File: src/rtl/mat_operand_streamer_if.sv
// -----------------------------------------------------------------------------
// mat_operand_streamer_if
// Bundles the load port, the start/status signals and the two operand streams
// (A and B) of mat_operand_streamer.
//   master : the streamer side (drives o_* signals, receives i_* signals)
//   slave  : the controller/consumer side (drives i_* signals)
// Signals:
//   i_load_we/i_load_sel/i_load_addr/i_load_data : operand storage write port
//   i_start                                      : begin streaming
//   o_busy/o_done                                : run status
//   o_x_num/o_x_num_valid/o_x_last/i_x_read      : per-stream valid/read strobe
// -----------------------------------------------------------------------------
interface mat_operand_streamer_if #(
    parameter int N  = 3,
    parameter int W  = 8,
    parameter int AW = $clog2(N*N)
);
    logic          i_load_we;
    logic          i_load_sel;
    logic [AW-1:0] i_load_addr;
    logic [W-1:0]  i_load_data;
    logic          i_start;
    logic          o_busy;
    logic          o_done;
    logic [W-1:0]  o_a_num;
    logic          o_a_num_valid;
    logic          o_a_last;
    logic          i_a_read;
    logic [W-1:0]  o_b_num;
    logic          o_b_num_valid;
    logic          o_b_last;
    logic          i_b_read;

    modport master (
        input  i_load_we, i_load_sel, i_load_addr, i_load_data, i_start,
        input  i_a_read, i_b_read,
        output o_busy, o_done,
        output o_a_num, o_a_num_valid, o_a_last,
        output o_b_num, o_b_num_valid, o_b_last
    );

    modport slave (
        output i_load_we, i_load_sel, i_load_addr, i_load_data, i_start,
        output i_a_read, i_b_read,
        input  o_busy, o_done,
        input  o_a_num, o_a_num_valid, o_a_last,
        input  o_b_num, o_b_num_valid, o_b_last
    );
endinterface

File: src/rtl/mat_operand_streamer.sv
// -----------------------------------------------------------------------------
// mat_operand_streamer
// Holds two NxN operand matrices A and B and, on a start pulse, streams them in
// the order a matrix multiplier consumes them: for every C[r][c] (row-major),
// k runs 0..N-1, A presents A[r][k] and B presents B[k][c]. Each stream has its
// own counters and advances only when its consumer reads a valid element.
// Ports:
//   i_clk  : clock, rising edge
//   i_rst  : synchronous active-high reset (also clears operand storage)
//   bus    : mat_operand_streamer_if.master (load port, start, status, streams)
// -----------------------------------------------------------------------------
module mat_operand_streamer #(
    parameter int N  = 3,
    parameter int W  = 8,
    parameter int AW = $clog2(N*N)
) (
    input  logic                          i_clk,
    input  logic                          i_rst,
    mat_operand_streamer_if.master        bus
);
    localparam int NN = N * N;
    localparam int CW = $clog2(N);
    localparam logic [CW-1:0] LAST_IDX = CW'(N - 1);

    typedef enum logic [1:0] {S_IDLE, S_STREAM, S_DONE} state_t;

    state_t r_state;
    logic   r_busy;
    logic   r_done;

    logic            w_go;
    logic            w_load_ok;
    logic [1:0]      w_read;
    logic [1:0]      w_valid;
    logic [1:0]      w_last;
    logic [1:0]      w_still_valid;
    logic [1:0][W-1:0] w_num;

    // Loads and starts are only honoured in IDLE; a load and a start in the
    // same IDLE cycle both land on the same edge.
    assign w_go      = (r_state == S_IDLE) && bus.i_start;
    assign w_load_ok = (r_state == S_IDLE) && bus.i_load_we && (int'(bus.i_load_addr) < NN);
    assign w_read    = {bus.i_b_read, bus.i_a_read};

    // Stream 0 is A, stream 1 is B. Both share the same r/c/k walk; only the
    // storage index differs.
    genvar gi;
    for (gi = 0; gi < 2; gi++) begin : gen_stream
        logic [W-1:0]  r_mem [NN];
        logic [CW-1:0] r_row;
        logic [CW-1:0] r_col;
        logic [CW-1:0] r_k;
        logic          r_valid;
        logic [AW-1:0] w_idx;
        logic          w_end;
        logic          w_take;

        if (gi == 0) begin : gen_a_idx
            assign w_idx = AW'(r_row) * AW'(N) + AW'(r_k);
        end else begin : gen_b_idx
            assign w_idx = AW'(r_k) * AW'(N) + AW'(r_col);
        end

        assign w_end  = (r_row == LAST_IDX) && (r_col == LAST_IDX) && (r_k == LAST_IDX);
        assign w_take = r_valid && w_read[gi];

        assign w_valid[gi]       = r_valid;
        assign w_last[gi]        = r_valid && w_end;
        // Valid as it will be after this edge; drives the STREAM->DONE decision.
        assign w_still_valid[gi] = r_valid && !(w_take && w_end);
        // Data is a combinational storage read; it is forced to 0 when the
        // stream is not presenting an element so reset/idle outputs are 0.
        assign w_num[gi]         = r_valid ? r_mem[w_idx] : '0;

        always_ff @(posedge i_clk) begin
            if (i_rst) begin
                for (int e = 0; e < NN; e++) begin
                    r_mem[e] <= '0;
                end
                r_row   <= '0;
                r_col   <= '0;
                r_k     <= '0;
                r_valid <= 1'b0;
            end else begin
                if (w_load_ok && (bus.i_load_sel == 1'(gi))) begin
                    r_mem[bus.i_load_addr] <= bus.i_load_data;
                end
                if (w_go) begin
                    r_row   <= '0;
                    r_col   <= '0;
                    r_k     <= '0;
                    r_valid <= 1'b1;
                end else if (w_take) begin
                    if (w_end) begin
                        // Final element consumed: stream stays exhausted.
                        r_valid <= 1'b0;
                    end else if (r_k != LAST_IDX) begin
                        r_k <= r_k + 1'b1;
                    end else begin
                        r_k <= '0;
                        if (r_col != LAST_IDX) begin
                            r_col <= r_col + 1'b1;
                        end else begin
                            r_col <= '0;
                            r_row <= r_row + 1'b1;
                        end
                    end
                end
            end
        end
    end

    always_ff @(posedge i_clk) begin
        if (i_rst) begin
            r_state <= S_IDLE;
            r_busy  <= 1'b0;
            r_done  <= 1'b0;
        end else begin
            r_done <= 1'b0;
            case (r_state)
                S_IDLE: begin
                    if (bus.i_start) begin
                        r_state <= S_STREAM;
                        r_busy  <= 1'b1;
                    end
                end
                S_STREAM: begin
                    // Leave as soon as the later stream's final read happens.
                    if (w_still_valid == 2'b00) begin
                        r_state <= S_DONE;
                        r_busy  <= 1'b0;
                        r_done  <= 1'b1;
                    end
                end
                S_DONE: begin
                    r_state <= S_IDLE;
                end
                default: begin
                    r_state <= S_IDLE;
                    r_busy  <= 1'b0;
                end
            endcase
        end
    end

    assign bus.o_busy        = r_busy;
    assign bus.o_done        = r_done;
    assign bus.o_a_num       = w_num[0];
    assign bus.o_a_num_valid = w_valid[0];
    assign bus.o_a_last      = w_last[0];
    assign bus.o_b_num       = w_num[1];
    assign bus.o_b_num_valid = w_valid[1];
    assign bus.o_b_last      = w_last[1];

endmodule

File: src/flat_wrapper.sv
// flat-port wrapper written by rule: the top's interface ports become plain ports
module mat_operand_streamer_flat 
#(
    parameter int N  = 3,
    parameter int W  = 8,
    parameter int AW = $clog2(N*N)
)
  (i_clk, i_rst, bus_i_load_we, bus_i_load_sel, bus_i_load_addr, bus_i_load_data, bus_i_start, bus_i_a_read, bus_i_b_read, bus_o_busy, bus_o_done, bus_o_a_num, bus_o_a_num_valid, bus_o_a_last, bus_o_b_num, bus_o_b_num_valid, bus_o_b_last);
  mat_operand_streamer_if #(.N(N), .W(W), .AW(AW)) bus_i ();
  input  logic i_clk;
  input  logic i_rst;
  input wire logic [$bits(bus_i.i_load_we)-1:0] bus_i_load_we;
  input wire logic [$bits(bus_i.i_load_sel)-1:0] bus_i_load_sel;
  input wire logic [$bits(bus_i.i_load_addr)-1:0] bus_i_load_addr;
  input wire logic [$bits(bus_i.i_load_data)-1:0] bus_i_load_data;
  input wire logic [$bits(bus_i.i_start)-1:0] bus_i_start;
  input wire logic [$bits(bus_i.i_a_read)-1:0] bus_i_a_read;
  input wire logic [$bits(bus_i.i_b_read)-1:0] bus_i_b_read;
  output wire logic [$bits(bus_i.o_busy)-1:0] bus_o_busy;
  output wire logic [$bits(bus_i.o_done)-1:0] bus_o_done;
  output wire logic [$bits(bus_i.o_a_num)-1:0] bus_o_a_num;
  output wire logic [$bits(bus_i.o_a_num_valid)-1:0] bus_o_a_num_valid;
  output wire logic [$bits(bus_i.o_a_last)-1:0] bus_o_a_last;
  output wire logic [$bits(bus_i.o_b_num)-1:0] bus_o_b_num;
  output wire logic [$bits(bus_i.o_b_num_valid)-1:0] bus_o_b_num_valid;
  output wire logic [$bits(bus_i.o_b_last)-1:0] bus_o_b_last;
  assign bus_i.i_load_we = bus_i_load_we;
  assign bus_i.i_load_sel = bus_i_load_sel;
  assign bus_i.i_load_addr = bus_i_load_addr;
  assign bus_i.i_load_data = bus_i_load_data;
  assign bus_i.i_start = bus_i_start;
  assign bus_i.i_a_read = bus_i_a_read;
  assign bus_i.i_b_read = bus_i_b_read;
  assign bus_o_busy = bus_i.o_busy;
  assign bus_o_done = bus_i.o_done;
  assign bus_o_a_num = bus_i.o_a_num;
  assign bus_o_a_num_valid = bus_i.o_a_num_valid;
  assign bus_o_a_last = bus_i.o_a_last;
  assign bus_o_b_num = bus_i.o_b_num;
  assign bus_o_b_num_valid = bus_i.o_b_num_valid;
  assign bus_o_b_last = bus_i.o_b_last;
  mat_operand_streamer #(.N(N), .W(W), .AW(AW)) u_core (.i_clk(i_clk), .i_rst(i_rst), .bus(bus_i));
endmodule
File: config.mk
export PLATFORM = sky130hd
export DESIGN_NAME = mat_operand_streamer_flat
export DESIGN_NICKNAME = d
export VERILOG_FILES = /design/src/rtl/mat_operand_streamer_if.sv /design/src/rtl/mat_operand_streamer.sv /design/src/flat_wrapper.sv
export SDC_FILE = /design/constraint.sdc
export NUM_CORES = 1
export LEC_CHECK = 0
export CORE_ASPECT_RATIO = 1.1
export CORE_MARGIN = 1
export CORE_UTILIZATION = 35
export DETAILED_ROUTE_END_ITERATION = 12
export HOLD_SLACK_MARGIN = 0.05
export PLACE_DENSITY = 0.54
export SETUP_SLACK_MARGIN = 0.05
export SLEW_MARGIN = 30
export SYNTH_ARGS = -nofsm -noshare
export SYNTH_HDL_FRONTEND = slang
export SYNTH_SLANG_ARGS = --single-unit
File: constraint.sdc
create_clock -name i_clk -period 2.95 [get_ports i_clk]
set_input_delay 0.295 -clock i_clk [delete_from_list [all_inputs] [get_ports i_clk]]
set_output_delay 0.295 -clock i_clk [all_outputs]
set_load 0.1 [all_outputs]
Word level (Yosys, flattened, before mapping). Memories as Yosys holds them, arrays and structs flattened. Cells that the tools add are included.

Multiplexer cells: 33. Shift-type cells: 0. Div/mod/pow operators: 0. Reductions and logical operators: 39. Eq/ne operators: 14. Bitwise operators: 9. $lt $le $gt $ge: 1. Multiply operators: 2. Add/sub/neg operators: 8.

Operator list (number): 8-bit two-way mux (4); 1-bit two-way mux (19); 1-bit logical AND (17); 8-bit OR reduction (2); 2-bit equality test (second input constant) (7); 2-bit by 1-bit adder with 2-bit output (second input constant) (6); 2-bit two-way mux (6); 2-bit != test (second input constant) (5); 2-bit AND reduction (5); 1-bit inverter (9); 3-bit AND reduction (3); 4-bit by 2-bit adder with 4-bit output (2); 2-bit by 2-bit multiplier with 4-bit output (second input constant) (2); 4-bit two-way mux (2); 4-bit AND reduction (2); 2-bit nonzero test (4); 2-bit logical NOT (2); 4-bit < comparator (second input constant) (1); 2-bit case mux with 2 select lines (1); 2-bit OR reduction (2); 1-bit case mux with 3 select lines (1); 2-bit by 1-bit equality test with 1-bit output (second input constant) (1); 1-bit logical NOT (2); 2-bit by 1-bit != test with 1-bit output (second input constant) (1).

Latch bits: 0. Memories kept: 2. Memory bits (read-only): 0. Input bits: 19. Flip-flop bits (word level): 18. Memory bits (writable): 144.

Memories: u_core.gen_stream[0].r_mem (words 9, width 8, rd ports 1, clocked after memory_dff 0, wr ports 9, line mat_operand_streamer.sv:49) `logic [W-1:0] r_mem [NN];`; u_core.gen_stream[1].r_mem (words 9, width 8, rd ports 1, clocked after memory_dff 0, wr ports 9, line mat_operand_streamer.sv:49).

Logic depth before layout (Yosys ltp). Gate-level depths: netlist of the first run.

Depth after elaboration: 9. Mapped depth: 10.

Least setup slack after synthesis of the first run. OpenSTA, ideal clock, no wires.

Path kind: reg-to-output. From: register u_core.gen_stream[0].r_valid, in the netlist u_core.bus.o_a_num_valid. To: output bus_o_a_last. Buffers on the path: 1. Data arrival time: 4368 ps. Stages on the path, launching flop included: 3. Setup slack: -1713 ps. Data required time: 2655 ps. Path through: dfxtp_1 clkbuf_1 nor4b_1.

Word-level cells in the longest chain between the ends: 1.

Ends and longest elaborated chain: from (decl) (line mat_operand_streamer.sv:53) `logic r_valid;`; from (signal assigned) (line mat_operand_streamer.sv:83) `r_valid <= 1'b0;`; from (signal assigned) (line mat_operand_streamer.sv:92) `r_valid <= 1'b1;`; from (signal assigned) (line mat_operand_streamer.sv:96) `r_valid <= 1'b0;`; 1-bit logical AND (line mat_operand_streamer.sv:68) `assign w_last[gi] = r_valid && w_end;`; to (decl) (line flat_wrapper.sv:23) `output wire logic [$bits(bus_i.o_a_last)-1:0] bus_o_a_last;`.

No other way between the ends.

Final worst setup path of the first run.
From: register u_core.gen_stream[1].r_k[0]. To: output bus_o_b_num[4].

Word-level cells in the longest chain between the ends: 4.

Ends and longest elaborated chain: from (decl) (line mat_operand_streamer.sv:52) `logic [CW-1:0] r_k;`; from (signal assigned) (line mat_operand_streamer.sv:98) `r_k <= r_k + 1'b1;`; 2-bit by 2-bit multiplier with 4-bit output (line mat_operand_streamer.sv:61) `assign w_idx = AW'(r_k) * AW'(N) + AW'(r_col);`; 4-bit by 2-bit adder with 4-bit output (line mat_operand_streamer.sv:61); memory 9 x 8 bit; 8-bit two-way mux (line mat_operand_streamer.sv:73) `assign w_num[gi] = r_valid ? r_mem[w_idx] : '0;`; to (decl) (line flat_wrapper.sv:24) `output wire logic [$bits(bus_i.o_b_num)-1:0] bus_o_b_num;`.

No other way between the ends.

==> impl_metrics.ini, run 1 <==
[global_route]
use_met3 = 0.0218
grt_util_met1 = 0.195
grt.met2_usage = 0.282
grt_pass1_wl_um = 40000
grt-ovfl-total = 0
grt_pass1_vias = 6711
grt-busiest-layer = met2
antenna_found_initial = 3
grt_usage = 0.156
grt_max_degree = 33

[setup_path]
worstPathRequired_ns = 2.65
worstSetupStartpoint = u_core.gen_stream[1].r_k[0]
cp.arrival_ns = 3.29
reg2reg_from = u_core.r_state[0]
crit_type = reg -> out
critPathMaxStageDelay_ns = 0.57
cp_cell_sequence = inv_2 -> fa_1 -> inv_2 -> ha_4 -> fa_2 -> and3b_2 -> a22o_1 -> a221o_4 -> buf_12
endpoint_kind = output pin
cp_max_fo = 8
cp_common_cell = inv_2
cp-start-kind = flip-flop
critPathSlowestCell = fa_2
reg2reg_depth = 4

[cells_and_area]
layout-drive-gt1-share = 0.285
final_cell_mix = edfxtp_1 (256), and2_1 (147), conb_1 (112)
syn_to_final_growth_pct = 27.1
layout.cells.most_common = edfxtp_1
nets = 957

[logic_synthesis]
synth-xor-area-share = 0.00148
synth_fa_ha_area_frac = 0.0163
synth.distinct_cells = 49
synth_flop_cell = edfxtp_1
seq_area_frac_synth = 0.679
yosysTopAreaCell = edfxtp_1
netlist.area_leader.share = 0.649
syn_inst = 704
synthArstFlopShare = 0
synth_edf_count = 256
synth_compound_area_frac = 0.0331
muxShareOfSynthArea = 0.124
synth_seq_cells = 274
synth_top_family_by_area = simple AND/OR/NAND/NOR gates
netlist_top_cells_area = edfxtp_1 (65%), mux4_2 (12%), and2_1 (7.8%)
synth-simple-area-share = 0.128
ys_warn_count = 0
syn_area_per_cell_um2 = 16.8
synth_area_um2 = 11900

[clock_network]
cts-htree-levels = 1
clkLatencyLatePin_ns = 0.55
cts_tree = yes
root_buffer = clkbuf_16
clk_pin_slew_worst_paths_ns = 0.06
cts_sinks = 274
cts_hold_buf = 0
cts_buffers = 31
clk_path_buf_depth = 3

[pwr]
ir_worst_vdd_mv = 0.435
leakage_nw = 5.52
power_frac_seq = 0.526
power_mw = 8.60
p_per_area_nw_per_um2 = 571
intPower_mw = 6.62
switching_power_mw = 1.98
pwr-share-clk = 0.395
sw_frac_of_total = 0.230
p_comb_frac = 0.078

[outcome]
violations = setup timing
status = complete, but fails checks

[floorplanning]
dieArea_um2 = 34600
design.core.area_um2 = 33300
dieWidth_um = 177
num_rows = 70
initial_utilization = 0.356
ios = 41
chipHeight_um = 195

[placed_design]
io_buffers = 40
gp_congestion = 0.704
dp_hpwl_um = 17000

[sta]
fmax_mhz = 279
relSlewSlack = 0.616
rsz0062_at_grt = yes
final.setup.worst_slack_ns = -0.636
clock_skew_ns = 0.0101
hold_viol = 0
fin_setup_tns_ns = -8.24
period_share = 1.22
hold_ws_ns = 0.451
drv_slew = 0
worst_pin_slew_ns = 0.574
fin_crit_ns = 3.59
setup_viol_count_final = 16

[route]
drtAntennaViolNets = 0
drt-vias-per-instance = 4.63
wl_per_cell_um = 18.8
vias = 6393
drtPass1Iterations = 4
drtIter0Drc = 494
drc = 0
totalWireLength_um = 26000

[min_path]
min_path_cells = 3
holdCritStartpoint = bus_i_start
min_path_type = in -> reg

[run]
drv_cap = 0
==> routing by layer <==
metal | vias up | wire, um
met5 | - | 0
met3 | 37 | 957
met2 | 98 | 13600
met1 | 3214 | 10900
li1 | 3044 | -
met4 | 0 | 546
==> flip-flops by register name, indices dropped and copies added, names as in the netlist <==
signal                    cells
u_core.bus.o_a_num_valid      1
u_core.gen_stream.r_col       4
u_core.bus.o_busy             1
u_core.bus.o_done             1
u_core.gen_stream.r_k         4
u_core.bus.o_b_num_valid      1
u_core.gen_stream.r_row       4
u_core.r_state                2
u_core.gen_stream.r_mem     256
==> cell usage after synthesis (2+ instances only) <==
master / count
edfxtp_1: 256
and2_1: 147
mux4_2: 61
nor2_1: 33
dfxtp_1: 18
or2_2: 18
a22oi_1: 17
nand2_1: 16
inv_1: 15
clkbuf_1: 14
buf_2: 11
a21oi_1: 9
ha_1: 9
a221o_1: 7
a22o_1: 7
o21ai_0: 6
and3_1: 4
fa_1: 4
nor3_1: 4
buf_1: 3
mux4_1: 3
nand3_1: 3
nand3b_1: 3
nand4b_1: 3
nor2b_1: 3
a211oi_1: 2
mux2i_1: 2
nand2b_1: 2
nor4_4: 2
or3_1: 2
xnor2_1: 2
==> cells by family after synthesis <==
family,after synthesis
adders and majority gates,13
xor gates and xnor gates,2
and+or+nand+nor,249
buffers and inverters,46
AOI/OAI and AO/OA,53
muxes,66
other,1
DFF,274
==> timing repair <==
item                                    4_1_cts  5_1_grt
endpoints found under the setup margin       16       16
endpoints found under the hold margin         0        0
gates resized for setup                      34        2
buffers inserted                              4        5
gates cloned                                  1        0
pin swaps                                    16       10
==> worst max-delay path: cells and delay by family (launching register included) <==
kind	cells	cell delay, ns
AND/OR/NAND/NOR	1	0.29
buffers and inverters	3	0.26
flip-flops	1	0.33
adder cells (fa/ha/maj)	3	1.26
AO/OA/AOI/OAI	2	0.61
==> worst paths after layout <==
path	slack, ns	endpoint
max	-0.64	bus_o_b_num[4]
min	0.45	u_core.bus.o_a_num_valid
max reg2reg	0.76	u_core.gen_stream[1].r_mem[8][1]
min reg2reg	0.49	u_core.bus.o_busy
==> power groups by stage <==
stage / logic, mW / registers (mW) / clock network [mW]
6_report: 0.675 / 4.53 / 3.40
5_1_grt: 0.723 / 4.55 / 3.63
4_1_cts: 0.673 / 4.53 / 3.48
3_5_place_dp: 0.655 / 4.61 / 0
3_3_place_gp: 0.653 / 4.60 / 0
2_1_floorplan: 0.371 / 4.62 / 0
==> layout make-up <==
class,instances,area [um^2]
Fill cell,2988,18200
Sequential cell,274,8050
Multi-Input combinational cell,495,4310
Timing Repair Buffer,108,1220
Clock buffer,34,787
Tap cell,432,541
Clock inverter,22,101
Inverter,15,56.3
Antenna cell,1,2.50
==> through the flow <==
step,instance area (um^2),worst slack [ns],util,std cells
final,15100,-0.636,0.453,1381
after global routing,15100,-0.758,0.453,1380
after CTS,15000,-0.673,0.451,1376
after detailed placement,13900,-0.268,0.419,1315
after global placement,13900,-0.212,0.419,1315
after floorplan,12500,-0.296,-,815
Power figures use the tool's default switching activity.
==> inputs of run 2 (changes only) <==
--- a/config.mk
+++ b/config.mk
@@ -5,9 +5,12 @@
 export SDC_FILE = /design/constraint.sdc
 export NUM_CORES = 1
 export LEC_CHECK = 0
+export CAP_MARGIN = 5
 export CORE_ASPECT_RATIO = 1.1
 export CORE_MARGIN = 1
 export CORE_UTILIZATION = 35
+export CTS_BUF_LIST = sky130_fd_sc_hd__clkbuf_16
+export CTS_CLUSTER_DIAMETER = 120
 export DETAILED_ROUTE_END_ITERATION = 12
 export HOLD_SLACK_MARGIN = 0.05
 export PLACE_DENSITY = 0.54
==> impl_metrics.ini, run 2 (synthesis gave the netlist of run 1 again) <==
[min_path]
holdCritStartpoint = bus_i_start
min_path_type = in -> reg

[floorplanning]
dieArea_um2 = 34600
dieWidth_um = 177
chipHeight_um = 195
ios = 41
num_rows = 70
initial_utilization = 0.356
design.core.area_um2 = 33300

[route]
drtPass1Iterations = 4
drc = 0
vias = 6374
totalWireLength_um = 26000
drtAntennaViolNets = 0
drt-vias-per-instance = 4.62
wl_per_cell_um = 18.8
drtIter0Drc = 501

[setup_path]
reg2reg_from = u_core.r_state[0]
cp-start-kind = flip-flop
endpoint_kind = output pin
cp.arrival_ns = 3.29
crit_type = reg -> out
worstSetupStartpoint = u_core.gen_stream[1].r_k[0]
cp_max_fo = 8
worstPathRequired_ns = 2.65

[cells_and_area]
finish.utilization = 0.453
syn_to_final_growth_pct = 27.1
regMostFlops = u_core.gen_stream.r_mem
layout.cells.most_common = edfxtp_1
layout-drive-gt1-share = 0.285
final_cell_mix = edfxtp_1 (256), and2_1 (147), conb_1 (112)
n_fill_cell = 2988
largest_reg_flops = 256
final-instance-count-excl-fill = 1381
nets = 957

[sta]
fmax_mhz = 279
setup_viol_count_final = 16
relSlewSlack = 0.620
rsz0062_at_grt = yes
final.setup.worst_slack_ns = -0.637
clock_skew_ns = 0.0122
fin_crit_ns = 3.59
period_share = 1.22
hold_viol = 0
worst_pin_slew_ns = 0.567
drv_slew = 0

[pwr]
p_per_area_nw_per_um2 = 570
leakage_nw = 5.53
ir_worst_vdd_mv = 0.432

[placed_design]
dp_hpwl_um = 17000
gp_congestion = 0.704
io_buffers = 40
place_inst = 1315

[clock_network]
cts_hold_buf = 0
clkLatencyLatePin_ns = 0.55
cts_tree = yes
cts-htree-levels = 1
cts_sinks = 274
clk_pin_slew_worst_paths_ns = 0.06
cts_buffers = 31
root_buffer = clkbuf_16
clk_path_buf_depth = 3

[run]
drv_cap = 0

[global_route]
grt.met2_usage = 0.282
grt_max_degree = 33
grt-ovfl-total = 0
use_met3 = 0.0218
grt-busiest-layer = met2
grt_util_met1 = 0.195
antenna_found_initial = 3
grt_usage = 0.156
grt_pass1_vias = 6711
grt_pass1_wl_um = 40000

[outcome]
violations = setup timing
status = complete, but fails checks
[run 2: cell count changes in the layout (fill, tap and decap cells not counted), sizes merged]
cell	before	now
clkbuf	34	31
inv	15	18
[run 2: what timing repair did]
action                                  4_1_cts  5_1_grt
cloned                                        1        0
endpoints found under the setup margin       16       16
pin swaps                                    16       10
buffers inserted                              4        5
gates resized for setup                      34        2
[run 2: metrics by stage]
stage,hold slack [ns],setup slack (ns),area [um^2],setup TNS [ns],power (mW)
3_3_place_gp,0.486,-0.212,13900,-1.57,5.25
4_1_cts,0.442,-0.673,15000,-8.93,8.67
5_1_grt,0.450,-0.758,15100,-10.11,8.89
3_5_place_dp,0.491,-0.268,13900,-2.18,5.26
6_report,0.453,-0.637,15100,-8.23,8.59
2_1_floorplan,0.394,-0.296,12500,-0.346,4.99
[run 2: layout make-up]
type | count | area (um^2) | area share
well taps | 432 | 541 | 0.0359
inverters | 15 | 56.3 | 0.00374
repair buffers | 108 | 1220 | 0.0810
clock buffers | 31 | 776 | 0.0515
clock inverters | 25 | 113 | 0.00747
diodes | 1 | 2.50 | 0.000166
multi-input cells | 495 | 4310 | 0.286
flip-flops and latches | 274 | 8050 | 0.534
[run 2: path summary, 6_finish.rpt]
path / to / slack, ns / depth (start not counted)
max reg2reg: u_core.gen_stream[1].r_mem[8][1] / 0.76 / 4
max: bus_o_b_num[4] / -0.64 / 9
min: u_core.bus.o_a_num_valid / 0.45 / 3
min reg2reg: u_core.bus.o_busy / 0.50 / 2
[run 2: layer usage]
metal	wire (um)	vias up
met1	11000	3195
li1	-	3043
met2	13600	102
met3	866	34
met4	519	0
met5	0	-
[run 2: worst max-delay path, stage by stage (launching register included)]
cell and delay (ns):
dfxtp_2 0.33, inv_2 0.04, fa_1 0.55, inv_2 0.05, ha_4 0.15, fa_2 0.57
and3b_2 0.29, a22o_1 0.26, a221o_4 0.35, buf_12 0.17
[run 2: where the power goes]
group	internal [mW]	total [mW]	switching (mW)	leakage, nW
logic	0.260	0.675	0.414	2.33
registers	4.46	4.52	0.0642	2.75
clock network	1.89	3.39	1.50	0.452
